File: src/rtl/h2c_keep_to_mty_adapter_pkg.sv
// Shared widths, H2C sideband types and keep helpers for the keep-to-mty adapter.
package h2c_adapter_pkg;
  localparam int DATA_W  = 512;
  localparam int KEEP_W  = DATA_W / 8;
  localparam int MTY_W   = $clog2(KEEP_W);
  localparam int QID_W   = 11;
  localparam int PORT_W  = 3;
  localparam int MDATA_W = 32;
  localparam int LEN_W   = 16;

  typedef enum logic {ST_IDLE, ST_IN_PKT} h2c_state_e;

  typedef struct packed {
    logic [MTY_W-1:0]   mty;
    logic               zero_byte;
    logic               err;
    logic [MDATA_W-1:0] mdata;
    logic [QID_W-1:0]   qid;
    logic [PORT_W-1:0]  port_id;
  } h2c_tuser_t;

  // Running length rides with the beat so stats can update at output handshake.
  typedef struct packed {
    logic [DATA_W-1:0] tdata;
    logic              tlast;
    h2c_tuser_t        tuser;
    logic [LEN_W-1:0]  len;
  } h2c_beat_t;

  function automatic logic [MTY_W-1:0] keep_msb_idx(input logic [KEEP_W-1:0] keep);
    logic [MTY_W-1:0] idx;
    idx = '0;
    for (int i = 0; i < KEEP_W; i++)
      if (keep[i]) idx = MTY_W'(i);
    return idx;
  endfunction

  // 2^n-1 patterns (including 0 and all-ones) have no bits shared with keep+1.
  function automatic logic keep_is_contig(input logic [KEEP_W-1:0] keep);
    logic [KEEP_W-1:0] inc;
    inc = keep + KEEP_W'(1);
    return (keep & inc) == '0;
  endfunction
endpackage

File: src/rtl/h2c_keep_to_mty_adapter_if.sv
// Stream interfaces: tkeep-based AXI4-Stream in, QDMA H2C sideband format out.
interface axis_keep_if;
  import h2c_adapter_pkg::*;
  logic [DATA_W-1:0] tdata;
  logic [KEEP_W-1:0] tkeep;
  logic              tvalid;
  logic              tready;
  logic              tlast;

  modport master (output tdata, tkeep, tvalid, tlast, input tready);
  modport slave  (input tdata, tkeep, tvalid, tlast, output tready);
endinterface

interface h2c_axis_if;
  import h2c_adapter_pkg::*;
  logic [DATA_W-1:0]  tdata;
  logic               tvalid;
  logic               tready;
  logic               tlast;
  logic [MTY_W-1:0]   tuser_mty;
  logic               tuser_zero_byte;
  logic               tuser_err;
  logic [MDATA_W-1:0] tuser_mdata;
  logic [QID_W-1:0]   tuser_qid;
  logic [PORT_W-1:0]  tuser_port_id;
  logic [31:0]        tcrc;

  modport master (output tdata, tvalid, tlast, tuser_mty, tuser_zero_byte, tuser_err,
                         tuser_mdata, tuser_qid, tuser_port_id, tcrc,
                  input  tready);
  modport slave  (input  tdata, tvalid, tlast, tuser_mty, tuser_zero_byte, tuser_err,
                         tuser_mdata, tuser_qid, tuser_port_id, tcrc,
                  output tready);
endinterface

File: src/rtl/h2c_keep_to_mty_adapter_skid.sv
// Two-entry register slice: output register plus one skid entry, registered ready.
module axis_skid_buffer #(
  parameter int W = 8
) (
  input  logic         clk,
  input  logic         rst_n,
  input  logic [W-1:0] in_data,
  input  logic         in_valid,
  output logic         in_ready,
  output logic [W-1:0] out_data,
  output logic         out_valid,
  input  logic         out_ready
);
  logic [W-1:0] skid_data;
  logic         skid_valid;
  logic         in_fire;
  logic         out_open;

  assign in_fire  = in_valid & in_ready;
  assign out_open = ~out_valid | out_ready;

  // in_ready tracks "skid empty", so a beat can only land in skid while it is free.
  always_ff @(posedge clk) begin
    if (!rst_n) begin
      out_data   <= '0;
      out_valid  <= 1'b0;
      skid_data  <= '0;
      skid_valid <= 1'b0;
      in_ready   <= 1'b0;
    end else if (out_open) begin
      in_ready <= 1'b1;
      if (skid_valid) begin
        out_data   <= skid_data;
        out_valid  <= 1'b1;
        skid_valid <= 1'b0;
      end else begin
        out_valid <= in_fire;
        if (in_fire) out_data <= in_data;
      end
    end else if (in_fire) begin
      skid_data  <= in_data;
      skid_valid <= 1'b1;
      in_ready   <= 1'b0;
    end
  end
endmodule

File: src/rtl/h2c_keep_to_mty_adapter.sv
// tkeep AXI4-Stream to QDMA H2C tuser format: keep checks, length, SOP sideband, stats.
module h2c_keep_to_mty_adapter
  import h2c_adapter_pkg::*;
(
  input  logic               axis_aclk,
  input  logic               aresetn,
  axis_keep_if.slave         s_axis,
  h2c_axis_if.master         m_axis,
  input  logic [QID_W-1:0]   cfg_qid,
  input  logic [PORT_W-1:0]  cfg_port_id,
  input  logic [MDATA_W-1:0] cfg_mdata,
  output logic [LEN_W-1:0]   pkt_len,
  output logic               pkt_len_valid,
  output logic [31:0]        pkt_cnt,
  output logic [31:0]        err_cnt
);
  h2c_state_e         state_q, state_d;
  logic [QID_W-1:0]   qid_q;
  logic [PORT_W-1:0]  port_q;
  logic [MDATA_W-1:0] mdata_q;
  logic               err_q;
  logic [LEN_W-1:0]   len_q;

  logic               in_fire, sop, zero, bad, beat_err, out_fire;
  logic [MTY_W-1:0]   msb, mty;
  logic [LEN_W-1:0]   len_base, len_add, len_next;
  logic [LEN_W:0]     len_sum;
  h2c_beat_t          in_beat, out_beat;

  always_comb begin
    in_fire  = s_axis.tvalid & s_axis.tready;
    sop      = (state_q == ST_IDLE);
    zero     = (s_axis.tkeep == '0);
    msb      = keep_msb_idx(s_axis.tkeep);
    // zero_byte is only legal as a whole single-beat packet
    if (s_axis.tlast) bad = ~keep_is_contig(s_axis.tkeep) | (zero & ~sop);
    else              bad = (s_axis.tkeep != '1);
    beat_err = bad | (err_q & ~sop);
    mty      = (s_axis.tlast & ~zero) ? MTY_W'(KEEP_W - 1) - msb : '0;
    if (!s_axis.tlast) len_add = LEN_W'(KEEP_W);
    else if (zero)     len_add = '0;
    else               len_add = LEN_W'(msb) + LEN_W'(1);
    len_base = sop ? '0 : len_q;
    len_sum  = {1'b0, len_base} + {1'b0, len_add};
    len_next = len_sum[LEN_W] ? '1 : len_sum[LEN_W-1:0];

    in_beat.tdata           = s_axis.tdata;
    in_beat.tlast           = s_axis.tlast;
    in_beat.tuser.mty       = mty;
    in_beat.tuser.zero_byte = s_axis.tlast & zero;
    in_beat.tuser.err       = beat_err;
    in_beat.tuser.mdata     = sop ? cfg_mdata   : mdata_q;
    in_beat.tuser.qid       = sop ? cfg_qid     : qid_q;
    in_beat.tuser.port_id   = sop ? cfg_port_id : port_q;
    in_beat.len             = len_next;
  end

  always_comb begin
    state_d = state_q;
    case (state_q)
      ST_IDLE:   if (in_fire && !s_axis.tlast) state_d = ST_IN_PKT;
      ST_IN_PKT: if (in_fire &&  s_axis.tlast) state_d = ST_IDLE;
      default:   state_d = ST_IDLE;
    endcase
  end

  always_ff @(posedge axis_aclk) begin
    if (!aresetn) state_q <= ST_IDLE;
    else          state_q <= state_d;
  end

  always_ff @(posedge axis_aclk) begin
    if (!aresetn) begin
      qid_q   <= '0;
      port_q  <= '0;
      mdata_q <= '0;
      err_q   <= 1'b0;
      len_q   <= '0;
    end else if (in_fire) begin
      if (sop) begin
        qid_q   <= cfg_qid;
        port_q  <= cfg_port_id;
        mdata_q <= cfg_mdata;
      end
      err_q <= beat_err;
      len_q <= len_next;
    end
  end

  axis_skid_buffer #(.W($bits(h2c_beat_t))) u_skid (
    .clk       (axis_aclk),
    .rst_n     (aresetn),
    .in_data   (in_beat),
    .in_valid  (s_axis.tvalid),
    .in_ready  (s_axis.tready),
    .out_data  (out_beat),
    .out_valid (m_axis.tvalid),
    .out_ready (m_axis.tready)
  );

  assign m_axis.tdata           = out_beat.tdata;
  assign m_axis.tlast           = out_beat.tlast;
  assign m_axis.tuser_mty       = out_beat.tuser.mty;
  assign m_axis.tuser_zero_byte = out_beat.tuser.zero_byte;
  assign m_axis.tuser_err       = out_beat.tuser.err;
  assign m_axis.tuser_mdata     = out_beat.tuser.mdata;
  assign m_axis.tuser_qid       = out_beat.tuser.qid;
  assign m_axis.tuser_port_id   = out_beat.tuser.port_id;
  assign m_axis.tcrc            = '0;
  assign out_fire               = m_axis.tvalid & m_axis.tready;

  always_ff @(posedge axis_aclk) begin
    if (!aresetn) begin
      pkt_len       <= '0;
      pkt_len_valid <= 1'b0;
      pkt_cnt       <= '0;
      err_cnt       <= '0;
    end else begin
      pkt_len_valid <= out_fire & out_beat.tlast;
      if (out_fire && out_beat.tlast) begin
        pkt_len <= out_beat.len;
        pkt_cnt <= pkt_cnt + 32'd1;
        if (out_beat.tuser.err) err_cnt <= err_cnt + 32'd1;
      end
    end
  end
endmodule

File: src/flat_wrapper.sv
// flat-port wrapper written by rule: the top's interface ports become plain ports
module h2c_keep_to_mty_adapter_flat import h2c_adapter_pkg::*;
  (axis_aclk, aresetn, cfg_qid, cfg_port_id, cfg_mdata, pkt_len, pkt_len_valid, pkt_cnt, err_cnt, s_axis_tdata, s_axis_tkeep, s_axis_tvalid, s_axis_tlast, s_axis_tready, m_axis_tdata, m_axis_tvalid, m_axis_tlast, m_axis_tuser_mty, m_axis_tuser_zero_byte, m_axis_tuser_err, m_axis_tuser_mdata, m_axis_tuser_qid, m_axis_tuser_port_id, m_axis_tcrc, m_axis_tready);
  axis_keep_if s_axis_i ();
  h2c_axis_if m_axis_i ();
  input  logic axis_aclk;
  input  logic aresetn;
  input  logic [QID_W-1:0] cfg_qid;
  input  logic [PORT_W-1:0] cfg_port_id;
  input  logic [MDATA_W-1:0] cfg_mdata;
  output logic [LEN_W-1:0] pkt_len;
  output logic pkt_len_valid;
  output logic [31:0] pkt_cnt;
  output logic [31:0] err_cnt;
  input wire logic [$bits(s_axis_i.tdata)-1:0] s_axis_tdata;
  input wire logic [$bits(s_axis_i.tkeep)-1:0] s_axis_tkeep;
  input wire logic [$bits(s_axis_i.tvalid)-1:0] s_axis_tvalid;
  input wire logic [$bits(s_axis_i.tlast)-1:0] s_axis_tlast;
  output wire logic [$bits(s_axis_i.tready)-1:0] s_axis_tready;
  output wire logic [$bits(m_axis_i.tdata)-1:0] m_axis_tdata;
  output wire logic [$bits(m_axis_i.tvalid)-1:0] m_axis_tvalid;
  output wire logic [$bits(m_axis_i.tlast)-1:0] m_axis_tlast;
  output wire logic [$bits(m_axis_i.tuser_mty)-1:0] m_axis_tuser_mty;
  output wire logic [$bits(m_axis_i.tuser_zero_byte)-1:0] m_axis_tuser_zero_byte;
  output wire logic [$bits(m_axis_i.tuser_err)-1:0] m_axis_tuser_err;
  output wire logic [$bits(m_axis_i.tuser_mdata)-1:0] m_axis_tuser_mdata;
  output wire logic [$bits(m_axis_i.tuser_qid)-1:0] m_axis_tuser_qid;
  output wire logic [$bits(m_axis_i.tuser_port_id)-1:0] m_axis_tuser_port_id;
  output wire logic [$bits(m_axis_i.tcrc)-1:0] m_axis_tcrc;
  input wire logic [$bits(m_axis_i.tready)-1:0] m_axis_tready;
  assign s_axis_i.tdata = s_axis_tdata;
  assign s_axis_i.tkeep = s_axis_tkeep;
  assign s_axis_i.tvalid = s_axis_tvalid;
  assign s_axis_i.tlast = s_axis_tlast;
  assign s_axis_tready = s_axis_i.tready;
  assign m_axis_tdata = m_axis_i.tdata;
  assign m_axis_tvalid = m_axis_i.tvalid;
  assign m_axis_tlast = m_axis_i.tlast;
  assign m_axis_tuser_mty = m_axis_i.tuser_mty;
  assign m_axis_tuser_zero_byte = m_axis_i.tuser_zero_byte;
  assign m_axis_tuser_err = m_axis_i.tuser_err;
  assign m_axis_tuser_mdata = m_axis_i.tuser_mdata;
  assign m_axis_tuser_qid = m_axis_i.tuser_qid;
  assign m_axis_tuser_port_id = m_axis_i.tuser_port_id;
  assign m_axis_tcrc = m_axis_i.tcrc;
  assign m_axis_i.tready = m_axis_tready;
  h2c_keep_to_mty_adapter u_core (.axis_aclk(axis_aclk), .aresetn(aresetn), .s_axis(s_axis_i), .m_axis(m_axis_i), .cfg_qid(cfg_qid), .cfg_port_id(cfg_port_id), .cfg_mdata(cfg_mdata), .pkt_len(pkt_len), .pkt_len_valid(pkt_len_valid), .pkt_cnt(pkt_cnt), .err_cnt(err_cnt));
endmodule
File: config.mk
export PLATFORM = sky130hd
export DESIGN_NAME = h2c_keep_to_mty_adapter_flat
export DESIGN_NICKNAME = d
export VERILOG_FILES = /design/src/rtl/h2c_keep_to_mty_adapter_pkg.sv /design/src/rtl/h2c_keep_to_mty_adapter_if.sv /design/src/rtl/h2c_keep_to_mty_adapter_skid.sv /design/src/rtl/h2c_keep_to_mty_adapter.sv /design/src/flat_wrapper.sv
export SDC_FILE = /design/constraint.sdc
export NUM_CORES = 2
export LEC_CHECK = 0
export ABC_AREA = 1
export CORE_AREA = 2 2 516 518
export CTS_BUF_LIST = sky130_fd_sc_hd__clkbuf_4 sky130_fd_sc_hd__clkbuf_8
export CTS_CLUSTER_SIZE = 40
export DETAILED_ROUTE_END_ITERATION = 10
export DIE_AREA = 0 0 518 520
export GPL_ROUTABILITY_DRIVEN = 0
export SLEW_MARGIN = 30
export SYNTH_ARGS = -nofsm -noshare
export SYNTH_HDL_FRONTEND = slang
export SYNTH_HIERARCHICAL = 1
export SYNTH_SLANG_ARGS = --single-unit
File: constraint.sdc
create_clock -name axis_aclk -period 7.9 [get_ports axis_aclk]
set_input_delay 1.975 -clock axis_aclk [delete_from_list [all_inputs] [get_ports axis_aclk]]
set_output_delay 1.975 -clock axis_aclk [all_outputs]
set_load 0.01 [all_outputs]
==> out/results.md <==
* **status** completed
* **detailed-routing iteration count for the pre-antenna-repair pass** 6
* **antenna violations before repair** 41
* **Final Max Slew Viols** 0
* **vias in the first global route** 54300
* **shortest clock period the worst path allows after layout** 7.29 ns
* **Static Leak** 37.8 nW
* **sum of overflow across all layers after global routing** 0
* **critical path class** in2reg
* **count of final hold-check violations** 0
* **dpl cells** 14500
* **wire length of the first global-routing pass** 335000 um
* **Skew-Pair Late Insertion Delay** 0.96 ns
* **Top FF cell, synth** sky130_fd_sc_hd__dfxtp_1
* **post-route clock skew** 0.116 ns
* **Die H** 520 um
* **CTS clock-pin slew for the worst setup and hold paths** 0.06 ns
* **cell with the most instances after synthesis** sky130_fd_sc_hd__nand2_1
* **wire per inst** 15.1 um
* **sort of element at the start of the critical path** input pin
* **Synth Area per Inst** 6.11 um2
* **Yosys cell types** 56
* **worst min-delay path class** reg2reg
* **Max Cap Violations** 0
* **# fillers** 29200
* **total wire length** 226000 um
* **area added between synthesis and finish** 34.1%
* **maximum number of pins on one net before global-route repair** 203
* **largest fanout on the critical path** 4
* **sequential element share of the synthesized area** 42.5%
* **ratio of final minimum period to clock period** 92.3%
* **floorplan die area** 0.269 mm2
* **number of DRC markers after the initial detailed-route iteration** 4283
* **width of the die** 518 um
* **Total Nets Final** 11900
* **total power per unit cell area** 200 mW/mm2
* **htree depth** 4
* **Final Non-Filler Cells** 15000
* **DP HPWL** 164000 um
* **async set or reset register ratio after synthesis** 0%
* **Remaining DRCs** 0
* **Synthesis Warnings** 6
* **area of the core** 0.264 mm2
* **Vias/cell** 4.07
* **Row Count** 189
* **Port Buffer Count** 1276
* **All-Layer GR Usage** 15.9%
* **required time reported for the critical path endpoint** 8.77 ns
* **Data arrival, critical path** 8.17 ns
* **number of top-level design ports** 1309
* **Crit. End Element** register
* **largest cells by area after synthesis** sky130_fd_sc_hd__dfxtp_1 42%, sky130_fd_sc_hd__nand2_1 20%, sky130_fd_sc_hd__nor2_1 15%
* **flip-flop and latch area** 0.0263 mm2
* **cell area after synthesis** 0.0619 mm2
* **RSZ-0062 raised after global routing** yes
* **count of flip-flops with a built-in enable after synthesis** 0
* **multi-input combinational cell area** 0.0275 mm2
* **number of vias after detailed routing** 60900
* **post-synthesis sequential element count** 1314
* **starting density of the core** 23.5%
* **TritonCTS clock tree** yes
* **Max Fclk** 0.137 GHz
* **library cell appearing most often on the critical path** sky130_fd_sc_hd__nand2_1
* **maximum buffer depth of the clock tree** 4
* **leading area contributor after synthesis** sky130_fd_sc_hd__dfxtp_1
* **max incr delay on CP** 0.48 ns
* **Critical-path top delay cell** sky130_fd_sc_hd__clkdlybuf4s50_1
* **Worst slew margin** 24.8%
* **slew at the pin closest to its max-slew limit** 1.13 ns
* **Layout Utilization** 31.5%
* **most instantiated cells after synthesis** 3232 x sky130_fd_sc_hd__nand2_1, 2476 x sky130_fd_sc_hd__nor2_1, 1437 x sky130_fd_sc_hd__inv_1
* **Worst VDD drop** 126 uV
* **clock sink count** 1314
* **CTS Buf Count** 244
* **Cells after Synth** 10100
* **number of failing setup endpoints in the final timing report** 0
* **Clk Tree Root Cell** sky130_fd_sc_hd__clkbuf_8
* **share of cells above drive strength 1** 5.66%
* **Post-CTS Hold Buffers** 0
* **number of antenna-violating nets in the routed design** 0
* **area share of the leading cell type in the synthesized netlist** 42.5%
final timing paths:
check / from / to / slack (ns) / depth (start not counted)
setup reg to reg: u_core/u_skid/out_data[70] / u_core/err_cnt[31] / 3.49 / 23
hold reg to reg: u_core/pkt_len[15] / u_core/pkt_len[15] / 0.46 / 2
hold / removal: u_core/pkt_len[15] / u_core/pkt_len[15] / 0.46 / 2
setup / recovery: s_axis_tkeep[9] / u_core/u_skid/out_data[7] / 0.61 / 80
power breakdown:
part	internal [mW]	switching, mW	total, mW
registers	6.94	0.200	7.14
clock network	4.01	3.03	7.04
logic	1.07	1.32	2.39
worst max-delay path, delay by kind of cell:
kind / cells / cell delay, ns
buffers and inverters: 7 / 1.02
and+or+nand+nor: 66 / 3.95
AOI/OAI and AO/OA: 5 / 0.75
adders and majority gates: 2 / 0.46
logic make-up (layout without fill, tap and decap cells):
family          count (synthesis)  count (layout)  share of synthesized area [%]
buf+inv                      2050            3292                           13.6
other cells                     1              51                        0.00605
fa+ha+maj                      11              11                          0.234
flops                        1314            1314                           42.5
xor+xnor                        9               9                          0.127
simple gates                 5837            5837                           35.9
compound gates                921             921                           7.65
layout by cell type (no fill, tap or decap), drive strengths merged, types with 6 or more instances in the layout:
master         instances
nor2                2480
nor4                  13
dlymetal6s2s           6
inv                 1458
nand3                 36
nand2               3233
xor2                   8
nor3                  46
clkdlybuf4s50       1266
bufinv                 6
diode                 19
a21oi                133
a31oi                 10
nand4                 17
o21ai                740
clkbuf               388
ha                    10
dfxtp               1314
o21a                  10
conb                  32
clkinv                30
buf                  138
area by class of cell:
| type | count | area share, % |
|---|---|---|
| multi-input combinational | 6810 | 33.1 |
| sequential | 1314 | 31.7 |
| timing repair buffer | 1411 | 17.0 |
| inverter | 1454 | 6.58 |
| clock buffer | 387 | 5.75 |
| tap | 3533 | 5.32 |
| clock inverter | 40 | 0.503 |
| antenna | 19 | 0.0572 |
metal layers:
| metal | vias up | wire length, um | track usage (%) |
|---|---|---|---|
| met4 | 26 | 5780 | 4.70 |
| li1 | 32000 | - | - |
| met1 | 26800 | 96300 | 19.5 |
| met5 | - | 182 | 0 |
| met2 | 1781 | 106000 | 27.0 |
| met3 | 336 | 17500 | 4.57 |
per-stage QoR:
step / setup TNS [ns] / worst slack, ns / total power, mW / cell area (um2) / hold slack [ns]
2_1_floorplan: 0 / 0.350 / 8.42 / 62100 / 0.441
3_3_place_gp: -31.03 / -0.866 / 9.66 / 77500 / 0.454
3_5_place_dp: -26.91 / -0.792 / 9.67 / 77500 / 0.457
4_1_cts: 0 / 0.211 / 16.9 / 82700 / 0.466
5_1_grt: -2.26 / -0.200 / 17.4 / 83000 / 0.480
6_report: 0 / 0.606 / 16.6 / 83100 / 0.464
timing repair:
action,in CTS,in global routing
resized for setup,0,80
endpoints found under the setup margin,0,48
buffers inserted,0,9
flip-flops by register name, summed over array words and instances, names as in the netlist, named ones only:
| signal | cells |
|---|---|
| u_core/err_cnt | 32 |
| u_core/pkt_cnt | 32 |
| u_core/u_skid/out_data | 583 |
| u_core/pkt_len | 16 |
| u_core/pkt_len_valid | 1 |
| u_core/u_skid/skid_valid | 1 |
| u_core/err_q | 1 |
| u_core/qid_q | 11 |
| u_core/u_skid/skid_data | 583 |
| u_core/mdata_q | 32 |
| u_core/port_q | 3 |
| u_core/len_q | 16 |
| u_core/u_skid/out_valid | 1 |
| u_core/u_skid/in_ready | 1 |
No activity file was read; power rests on OpenSTA's default activity.
